`src/rtl/wb_pkg.sv`:
```
// Shared types and helpers for the writeback stage.
// Covers the FSM states, the RISC-V load funct3 codes and the sizing of the load-timeout counter.
package wb_pkg;

  typedef enum logic {
    IDLE,
    WAIT_LOAD
  } wb_state_e;

  typedef enum logic [2:0] {
    F3_LB  = 3'b000,
    F3_LH  = 3'b001,
    F3_LW  = 3'b010,
    F3_LD  = 3'b011,
    F3_LBU = 3'b100,
    F3_LHU = 3'b101,
    F3_LWU = 3'b110
  } load_funct3_e;

  // The counter only has to reach timeout-1.
  function automatic int cnt_width(int timeout);
    return (timeout < 2) ? 1 : $clog2(timeout);
  endfunction

endpackage

```
`src/rtl/wb_if.sv`:
```
// Upstream/memory/register-file bundle of the writeback stage.
// The master modport is the pipeline side; the slave modport is the stage itself.
interface wb_if #(
  parameter int XLEN       = 32,
  parameter int REG_ADDR_W = 5
);
  localparam int AW = $clog2(XLEN / 8);

  logic                  in_valid_i;
  logic                  in_ready_o;
  logic [REG_ADDR_W-1:0] sel_rd_i;
  logic                  rd_en_i;
  logic                  mem_re_i;
  logic [2:0]            funct3_i;
  logic [AW-1:0]         addr_lo_i;
  logic [XLEN-1:0]       alu_result_i;
  logic                  mem_rvalid_i;
  logic [XLEN-1:0]       mem_rdata_i;
  logic                  we_o;
  logic [REG_ADDR_W-1:0] sel_rd_o;
  logic [XLEN-1:0]       data_o;
  logic                  fwd_valid_o;
  logic [REG_ADDR_W-1:0] fwd_sel_rd_o;
  logic [XLEN-1:0]       fwd_data_o;
  logic                  load_err_o;

  modport master (
    output in_valid_i, sel_rd_i, rd_en_i, mem_re_i, funct3_i, addr_lo_i,
           alu_result_i, mem_rvalid_i, mem_rdata_i,
    input  in_ready_o, we_o, sel_rd_o, data_o, fwd_valid_o, fwd_sel_rd_o,
           fwd_data_o, load_err_o
  );

  modport slave (
    input  in_valid_i, sel_rd_i, rd_en_i, mem_re_i, funct3_i, addr_lo_i,
           alu_result_i, mem_rvalid_i, mem_rdata_i,
    output in_ready_o, we_o, sel_rd_o, data_o, fwd_valid_o, fwd_sel_rd_o,
           fwd_data_o, load_err_o
  );

endinterface

```
`src/rtl/load_extract.sv`:
```
// Combinational load-data selection: picks byte/half/word from the raw memory word
// and sign- or zero-extends it to XLEN according to the RISC-V funct3 code.
module load_extract
  import wb_pkg::*;
#(
  parameter int XLEN = 32
) (
  input  logic [2:0]               funct3,
  input  logic [$clog2(XLEN/8)-1:0] addr_lo,
  input  logic [XLEN-1:0]          rdata,
  output logic [XLEN-1:0]          result
);
  localparam int AW = $clog2(XLEN / 8);

  logic [AW-1:0]      lo_h;
  logic [AW-1:0]      lo_w;
  logic signed [7:0]  byte_v;
  logic signed [15:0] half_v;
  logic signed [31:0] word_v;

  // Clearing the low address bits ignores misalignment inside the selected element.
  assign lo_h   = addr_lo & ~AW'(1);
  assign lo_w   = addr_lo & ~AW'(3);
  assign byte_v = 8'(rdata >> {addr_lo, 3'b000});
  assign half_v = 16'(rdata >> {lo_h, 3'b000});
  assign word_v = 32'(rdata >> {lo_w, 3'b000});

  always_comb begin
    result = rdata;
    case (funct3)
      F3_LB:  result = XLEN'(byte_v);
      F3_LBU: result = XLEN'($unsigned(byte_v));
      F3_LH:  result = XLEN'(half_v);
      F3_LHU: result = XLEN'($unsigned(half_v));
      F3_LW:  result = XLEN'(word_v);
      F3_LWU: if (XLEN == 64) result = XLEN'($unsigned(word_v));
      default: result = rdata;
    endcase
  end

endmodule

```
`src/rtl/writeback_stage.sv`:
```
// Final pipeline stage: commits ALU results or extracted load data to the register file,
// waits for late load data with a bounded timeout, and mirrors each write on the bypass port.
module writeback_stage
  import wb_pkg::*;
#(
  parameter int XLEN         = 32,
  parameter int REG_ADDR_W   = 5,
  parameter int LOAD_TIMEOUT = 16
) (
  input  logic clk,
  input  logic rst,
  wb_if.slave  bus
);
  localparam int AW = $clog2(XLEN / 8);
  localparam int CW = cnt_width(LOAD_TIMEOUT);
  localparam logic [CW-1:0] CNT_LAST = CW'(LOAD_TIMEOUT - 1);

  wb_state_e             state;
  logic [CW-1:0]         cnt;
  logic [REG_ADDR_W-1:0] pend_rd;
  logic                  pend_wr;
  logic [2:0]            pend_f3;
  logic [AW-1:0]         pend_lo;

  logic                  we_q;
  logic                  err_q;
  logic [REG_ADDR_W-1:0] rd_q;
  logic [XLEN-1:0]       data_q;

  logic                  accept;
  logic                  wr_qual;
  logic [2:0]            ext_f3;
  logic [AW-1:0]         ext_lo;
  logic [XLEN-1:0]       ext_data;

  assign bus.in_ready_o = (state == IDLE);
  assign accept         = bus.in_valid_i && (state == IDLE);
  assign wr_qual        = bus.rd_en_i && (bus.sel_rd_i != '0);

  // One extractor serves both paths: live inputs on the issue cycle, latched context while waiting.
  assign ext_f3 = (state == IDLE) ? bus.funct3_i  : pend_f3;
  assign ext_lo = (state == IDLE) ? bus.addr_lo_i : pend_lo;

  load_extract #(
    .XLEN (XLEN)
  ) u_load_extract (
    .funct3  (ext_f3),
    .addr_lo (ext_lo),
    .rdata   (bus.mem_rdata_i),
    .result  (ext_data)
  );

  // sel_rd/data only move on a qualified write so they hold across suppressed ones.
  always_ff @(posedge clk or posedge rst) begin
    if (rst) begin
      state   <= IDLE;
      cnt     <= '0;
      pend_rd <= '0;
      pend_wr <= 1'b0;
      pend_f3 <= '0;
      pend_lo <= '0;
      we_q    <= 1'b0;
      err_q   <= 1'b0;
      rd_q    <= '0;
      data_q  <= '0;
    end else begin
      we_q  <= 1'b0;
      err_q <= 1'b0;
      case (state)
        IDLE: begin
          if (accept) begin
            if (!bus.mem_re_i) begin
              we_q <= wr_qual;
              if (wr_qual) begin
                rd_q   <= bus.sel_rd_i;
                data_q <= bus.alu_result_i;
              end
            end else if (bus.mem_rvalid_i) begin
              we_q <= wr_qual;
              if (wr_qual) begin
                rd_q   <= bus.sel_rd_i;
                data_q <= ext_data;
              end
            end else begin
              pend_rd <= bus.sel_rd_i;
              pend_wr <= wr_qual;
              pend_f3 <= bus.funct3_i;
              pend_lo <= bus.addr_lo_i;
              cnt     <= '0;
              state   <= WAIT_LOAD;
            end
          end
        end
        WAIT_LOAD: begin
          if (bus.mem_rvalid_i) begin
            we_q <= pend_wr;
            if (pend_wr) begin
              rd_q   <= pend_rd;
              data_q <= ext_data;
            end
            state <= IDLE;
          end else if (cnt == CNT_LAST) begin
            err_q <= 1'b1;
            state <= IDLE;
          end else begin
            cnt <= cnt + CW'(1);
          end
        end
        default: state <= IDLE;
      endcase
    end
  end

  assign bus.we_o         = we_q;
  assign bus.sel_rd_o     = rd_q;
  assign bus.data_o       = data_q;
  assign bus.fwd_valid_o  = we_q;
  assign bus.fwd_sel_rd_o = rd_q;
  assign bus.fwd_data_o   = data_q;
  assign bus.load_err_o   = err_q;

endmodule
```
`src/flat_wrapper.sv`:
```
// flat-port wrapper written by rule: the top's interface ports become plain ports
module writeback_stage_flat import wb_pkg::*;
#(
  parameter int XLEN         = 32,
  parameter int REG_ADDR_W   = 5,
  parameter int LOAD_TIMEOUT = 16
)
  (clk, rst, bus_in_valid_i, bus_sel_rd_i, bus_rd_en_i, bus_mem_re_i, bus_funct3_i, bus_addr_lo_i, bus_alu_result_i, bus_mem_rvalid_i, bus_mem_rdata_i, bus_in_ready_o, bus_we_o, bus_sel_rd_o, bus_data_o, bus_fwd_valid_o, bus_fwd_sel_rd_o, bus_fwd_data_o, bus_load_err_o);
  wb_if #(.XLEN(XLEN), .REG_ADDR_W(REG_ADDR_W)) bus_i ();
  input  logic clk;
  input  logic rst;
  input wire logic [$bits(bus_i.in_valid_i)-1:0] bus_in_valid_i;
  input wire logic [$bits(bus_i.sel_rd_i)-1:0] bus_sel_rd_i;
  input wire logic [$bits(bus_i.rd_en_i)-1:0] bus_rd_en_i;
  input wire logic [$bits(bus_i.mem_re_i)-1:0] bus_mem_re_i;
  input wire logic [$bits(bus_i.funct3_i)-1:0] bus_funct3_i;
  input wire logic [$bits(bus_i.addr_lo_i)-1:0] bus_addr_lo_i;
  input wire logic [$bits(bus_i.alu_result_i)-1:0] bus_alu_result_i;
  input wire logic [$bits(bus_i.mem_rvalid_i)-1:0] bus_mem_rvalid_i;
  input wire logic [$bits(bus_i.mem_rdata_i)-1:0] bus_mem_rdata_i;
  output wire logic [$bits(bus_i.in_ready_o)-1:0] bus_in_ready_o;
  output wire logic [$bits(bus_i.we_o)-1:0] bus_we_o;
  output wire logic [$bits(bus_i.sel_rd_o)-1:0] bus_sel_rd_o;
  output wire logic [$bits(bus_i.data_o)-1:0] bus_data_o;
  output wire logic [$bits(bus_i.fwd_valid_o)-1:0] bus_fwd_valid_o;
  output wire logic [$bits(bus_i.fwd_sel_rd_o)-1:0] bus_fwd_sel_rd_o;
  output wire logic [$bits(bus_i.fwd_data_o)-1:0] bus_fwd_data_o;
  output wire logic [$bits(bus_i.load_err_o)-1:0] bus_load_err_o;
  assign bus_i.in_valid_i = bus_in_valid_i;
  assign bus_i.sel_rd_i = bus_sel_rd_i;
  assign bus_i.rd_en_i = bus_rd_en_i;
  assign bus_i.mem_re_i = bus_mem_re_i;
  assign bus_i.funct3_i = bus_funct3_i;
  assign bus_i.addr_lo_i = bus_addr_lo_i;
  assign bus_i.alu_result_i = bus_alu_result_i;
  assign bus_i.mem_rvalid_i = bus_mem_rvalid_i;
  assign bus_i.mem_rdata_i = bus_mem_rdata_i;
  assign bus_in_ready_o = bus_i.in_ready_o;
  assign bus_we_o = bus_i.we_o;
  assign bus_sel_rd_o = bus_i.sel_rd_o;
  assign bus_data_o = bus_i.data_o;
  assign bus_fwd_valid_o = bus_i.fwd_valid_o;
  assign bus_fwd_sel_rd_o = bus_i.fwd_sel_rd_o;
  assign bus_fwd_data_o = bus_i.fwd_data_o;
  assign bus_load_err_o = bus_i.load_err_o;
  writeback_stage #(.XLEN(XLEN), .REG_ADDR_W(REG_ADDR_W), .LOAD_TIMEOUT(LOAD_TIMEOUT)) u_core (.clk(clk), .rst(rst), .bus(bus_i));
endmodule
```
`config.mk`:
```
export PLATFORM = sky130hd
export DESIGN_NAME = writeback_stage_flat
export DESIGN_NICKNAME = d
export VERILOG_FILES = /design/src/rtl/wb_pkg.sv /design/src/rtl/wb_if.sv /design/src/rtl/load_extract.sv /design/src/rtl/writeback_stage.sv /design/src/flat_wrapper.sv
export SDC_FILE = /design/constraint.sdc
export NUM_CORES = 1
export LEC_CHECK = 0
export CAP_MARGIN = 20
export CELL_PAD_IN_SITES_DETAIL_PLACEMENT = 1
export CELL_PAD_IN_SITES_GLOBAL_PLACEMENT = 2
export CORE_MARGIN = 2
export CORE_UTILIZATION = 39
export CTS_CLUSTER_SIZE = 40
export DETAILED_ROUTE_END_ITERATION = 12
export DONT_BUFFER_PORTS = 1
export MAX_ROUTING_LAYER = met4
export PLACE_DENSITY_LB_ADDON = 0.1
export SETUP_SLACK_MARGIN = 0.4
export SKIP_LAST_GASP = 1
export SLEW_MARGIN = 15
export SYNTH_ARGS = -nofsm -noshare
export SYNTH_HDL_FRONTEND = slang
export SYNTH_SLANG_ARGS = --single-unit
```
`constraint.sdc`:
```
create_clock -name clk -period 3.4 [get_ports clk]
set_clock_uncertainty 0.05 [all_clocks]
set_input_delay 0 -clock clk [delete_from_list [all_inputs] [get_ports clk]]
set_output_delay 0 -clock clk [all_outputs]
set_load 0.005 [all_outputs]
```
# Word-level counts from Yosys, hierarchy flattened
# Index checks and enable logic that the tools add are counted.
# W data, S select, Z words.
# op_classes
bitwise	2
mux	38
reduce_logical	8
n_eq_ne	14
shift	2
addsub	1
# ops
op	count
$mux W32	7
$pmux W32 S4	1
$pmux W32 S2	1
$shr A32 B5 Y16	1
$shr A32 B5 Y8	1
$mux W5	6
$mux W4	5
$mux W1	12
$ne A2 B2 Y1 const B	6
$pmux W5 S2	1
$pmux W4 S2	1
$reduce_and A4 Y1	2
$eq A3 B3 Y1 const B	2
$ne A3 B2 Y1 const B	2
$reduce_and A6 Y1	1
$reduce_and A5 Y1	1
$reduce_bool A5 Y1	1
$add A4 B1 Y4 const B	1
$eq A4 B4 Y1 const B	1
$pmux W1 S2	2
$eq A3 B1 Y1 const B	1
$logic_not A3 Y1	1
$mux W3	1
$ne A3 B3 Y1 const B	1
4 further kinds	6
# totals
register_bits	55
inputBits	80

# Logic depth before layout (Yosys ltp)
# logic_depth
ltp_word	8
mapped_depth	8
ltp_nobuf	5

# Modules after synthesis
# A second synthesis with hierarchy kept.
# hier_totals
hier_cells	355
hier_area_um2	3839.9
# modules_own_cells
module	n_inst	cells_per_inst	area_each_um2	seq_area_each_um2
writeback_stage	1	225	2994.1	1376.3
load_extract	1	130	845.8	0.0

# Least setup slack after synthesis
# OpenSTA, ideal clock, no wires.
# synth_timing
path_kind	register to register
startpoint	reg u_core.state
endpoint	reg u_core.data_q[17] (netlist: u_core.bus.data_o[17])
required_time_ns	3.228
setup_time_ns	0.122
stages_incl_launch_ff	8
t_arrival_ns	1.968
path_buffers	2
path_slack_ns	1.260
path_cell_list	dfrtp_1 buf_6 mux2i_4 mux4_2 a22oi_4 buf_6 nand2_1 a32o_1
# synth_between
elab_chain_len	8
elab_cells_between_ends	25
# synth_lines
item	line_no	source
start: declaration	writeback_stage.sv:18	wb_state_e state;
start signal: assignment	writeback_stage.sv:56	state <= IDLE;
start signal: assignment	writeback_stage.sv:90	state <= WAIT_LOAD;
start signal: assignment	writeback_stage.sv:101	state <= IDLE;
$mux W2 or $mux W3 (tied branches)	writeback_stage.sv:42, writeback_stage.sv:41	
$shr A32 B5 Y16 (tied with other cells)	load_extract.sv:25	assign half_v = 16'(rdata >> {lo_h, 3'b000});
$pmux W32 S4	load_extract.sv:30	case (funct3)
$mux W32	writeback_stage.sv:80	if (wr_qual) begin
$mux W32	writeback_stage.sv:78	end else if (bus.mem_rvalid_i) begin
$mux W32	writeback_stage.sv:72	if (!bus.mem_re_i) begin
$mux W32	writeback_stage.sv:71	if (accept) begin
$pmux W32 S2	writeback_stage.sv:69	case (state)
end signal: assignment	writeback_stage.sv:76	data_q <= bus.alu_result_i;
end signal: assignment	writeback_stage.sv:82	data_q <= ext_data;
end signal: assignment	writeback_stage.sv:99	data_q <= ext_data;
end: declaration	writeback_stage.sv:28	logic [XLEN-1:0] data_q;
# Several ways; a longest one is shown, not always the timed one. The select of a mux whose other input is x is not followed.
# A chain may end at the register's enable or synchronous reset.

# Worst setup path in the final report
# Ends and elaborated chain as after synthesis.

==> impl_metrics.py <==
metrics = {
    "floorplanning": {
        "die_height_um": 98.7,
        "rows": 34,
        "core_mm2": 0.00872,
        "die_w_um": 98.7,
        "start_util": 0.401,
        "num_io_pins": 158,
        "die-area_mm2": 0.00975,
    },
    "run_status": {
        "outcome": "finished with violations",
        "violations": "hold timing",
    },
    "placed_design": {
        "port_buffers": 0,
        "place_congestion": 0.891,
        "placed_area_mm2": 0.00328,
        "hpwl_mm": 7.54,
    },
    "power": {
        "power_density_mw_per_mm2": 500,
        "p_leak_nw": 1.72,
        "fin_total_pwr_mw": 1.96,
        "ir_drop_mv": 0.195,
    },
    "critical_path": {
        "required_ns": 3.57,
        "cp_max_fo": 18,
        "arrival_ns": 2.93,
        "crit_start": "u_core.state",
        "regToRegSetupSlack_ns": 0.64,
        "crit_path_end": "u_core.bus.data_o[17]",
        "cp_slowest_stage_delay_ns": 0.76,
        "slowest_stage": "dfrtp_1",
        "cp_num_buf_inv": 0,
        "reg2reg_from": "u_core.state",
        "cp-end-kind": "flop",
        "cp_num_cells": 5,
        "worst_r2r_endpoint": "u_core.bus.data_o[17]",
        "crit_chain": "mux2i_4 > mux4_2 > a22oi_4 > nand2_1 > a32o_1",
        "critPathLaunchType": "flop",
        "crit_family": "multiplexers",
        "critPathKind": "flop to flop",
        "ff2ff_path_depth": 5,
    },
    "logic_synthesis": {
        "synth_warnings": 0,
        "synthDistinctLibCells": 46,
        "avgSynthCellArea_um2": 9.31,
        "synth_nets": 457,
        "netlist_area_mm2": 0.00350,
        "async_flop_share": 1.00,
        "synth_cells": 376,
        "ys_ff_latch": 55,
        "synth-edff-count": 0,
        "synth-main-ff-cell": "dfrtp_1",
        "seq_area_frac_synth": 0.393,
    },
    "drt": {
        "vias": 2916,
        "wl_per_cell_um": 22.1,
        "via_per_inst": 5.99,
        "drt_iter0_markers": 116,
        "dr.pass1.iters": 4,
        "ant_nets": 0,
        "drt-total-wl_mm": 10.8,
        "drcViolationCount": 0,
    },
    "clock_network": {
        "cts_root_buffer": "clkbuf_8",
        "cts_tree": "built",
        "insertion_delay_ns": 0.31,
        "cts_num_sinks": 55,
        "clk_pin_slew_ns": 0.11,
        "numCtsBuffers": 5,
        "cts_buffer_depth": 2,
        "cts_max_level": 2,
    },
    "worst_hold_path": {
        "min_path_type": "primary input to flop",
        "worstHoldStart": "bus_alu_result_i[28]",
    },
    "timing": {
        "tightest_slew_ns": 0.751,
        "hold_viol": 2,
        "max_freq_mhz": 362,
        "finalSetupTns_ns": 0,
        "setup-violations-final": 0,
        "relSlewSlack": 0.499,
        "whs_ns": -0.00218,
        "fin_crit_sh": 0.812,
        "fin_crit_ns": 2.76,
        "slew_viol_final": 0,
        "rsz0062_at_grt": "no",
    },
    "global_routing": {
        "grt_max_degree": 45,
        "grt_overflow": 0,
        "grt_pass1_vias": 3086,
        "grt_pass1_wl_mm": 17.2,
        "antenna_found_initial": 0,
        "grt_use_total": 0.228,
    },
    "layout": {
        "syn_to_final_growth_pct": 12.2,
        "diodes": 0,
        "fin_nets": 459,
        "design_area_mm2": 0.00393,
        "drive_gt1_frac": 0.0871,
    },
    "run": {
        "max_cap_viol_count": 0,
    },
}
[worst reg2reg max path, delay by kind of cell, from the launching register on]
kind | cells | cell delay [ns]
flops | 1 | 0.76
compound gates | 2 | 0.75
simple gates | 1 | 0.11
mux | 2 | 1.00
[state kept, by name, summed over array words and instances (netlist names)]
name,flops
u_core.pend_rd,5
u_core.bus.data_o,32
u_core.pend_lo,2
u_core.bus.fwd_sel_rd_o,5
u_core.pend_wr,1
u_core.pend_f3,3
u_core.state,1
u_core.cnt,4
u_core.bus.load_err_o,1
u_core.bus.fwd_valid_o,1
[per-stage QoR]
| stage | instances | utilization | setup slack, ns |
|---|---|---|---|
| 2_1_floorplan | 376 | - | 1.26 |
| 3_3_place_gp | 427 | 0.376 | 0.712 |
| 3_5_place_dp | 427 | 0.376 | 0.656 |
| 4_1_cts | 487 | 0.449 | 0.630 |
| 5_1_grt | 487 | 0.451 | 0.456 |
| 6_report | 487 | 0.451 | 0.639 |
[kinds of logic after synthesis]
kind of cell	after synthesis	synth area share
simple gates	114	0.148
compound gates	109	0.241
buf+inv	68	0.119
flops	55	0.393
mux	29	0.0954
fa+ha+maj	1	0.00357
[layout make-up]
cell class	instances	area, µm²
clock buffers	5	68.8
clock inverters	3	47.5
fillers	1001	4790
inverters	7	26.3
multi-input cells	253	1720
flip-flops and latches	55	1380
well taps	108	135
repair buffers	56	551
[worst min-delay path by stage]
stage          slack [ns]  depth (start not counted)                    endpoint
6_report           -0.002                          3       u_core.bus.data_o[28]
5_1_grt             0.004                          3       u_core.bus.data_o[10]
4_1_cts           0.00004                          3       u_core.bus.data_o[28]
3_5_place_dp        -0.11                          1  u_core.bus.fwd_sel_rd_o[2]
3_3_place_gp        -0.10                          1  u_core.bus.fwd_sel_rd_o[2]
2_1_floorplan        0.02                          1       u_core.bus.load_err_o
[Yosys cell counts (all sizes together), types with 3 or more instances]
cell | n | area [µm²]
a21o | 9 | 67.6
a21oi | 3 | 15.0
a221oi | 7 | 61.3
a22oi | 26 | 209
a311oi | 8 | 70.1
a32o | 17 | 170
buf | 47 | 337
clkbuf | 14 | 52.6
dfrtp | 55 | 1380
inv | 6 | 22.5
mux2 | 12 | 139
mux2i | 16 | 173
nand2 | 53 | 199
nand2b | 19 | 119
nand3 | 4 | 20.0
nor2 | 23 | 86.3
nor2b | 4 | 25.0
o21ai | 19 | 95.1
o31ai | 7 | 52.6
[layer usage]
layer | routed length (µm) | GRT usage
met2 | 5060 | 0.345
met5 | 0 | -
met3 | 623 | 0.0511
met4 | 292 | 0.0674
met1 | 4810 | 0.306
[where the power goes]
group | internal, mW | total (mW) | switching [mW] | leakage (nW)
Clock | 0.224 | 0.460 | 0.236 | 0.0587
Combinational | 0.242 | 0.498 | 0.257 | 0.974
Sequential | 0.813 | 1.01 | 0.193 | 0.689
Total | 1.28 | 1.96 | 0.686 | 1.72
[layout by cell type (no fill, tap or decap), types with 2 or more instances in the layout]
cell type	n
dfrtp_1	55
nand2_1	53
dlygate4sd3_1	52
a22oi_1	25
nor2_1	23
nand2b_1	19
o21ai_0	18
a32o_1	17
mux2i_1	15
mux2_2	11
a21o_1	9
a221oi_1	7
o31ai_1	7
a311oi_1	7
inv_1	5
clkbuf_8	5
nor2b_1	4
nand3_1	4
buf_4	4
a21oi_1	3
and3_1	2
a22o_1	2
nor3_1	2
nor3b_1	2
or2_2	2
a31oi_1	2
o211ai_1	2
[repair_timing]
action	in CTS	in global routing
buffers inserted	0	0
hold buffers	52	0
hold endpoints to repair	75	0
setup endpoints to repair	0	17
gates resized for setup	0	2
Power figures use the tool's default switching activity.
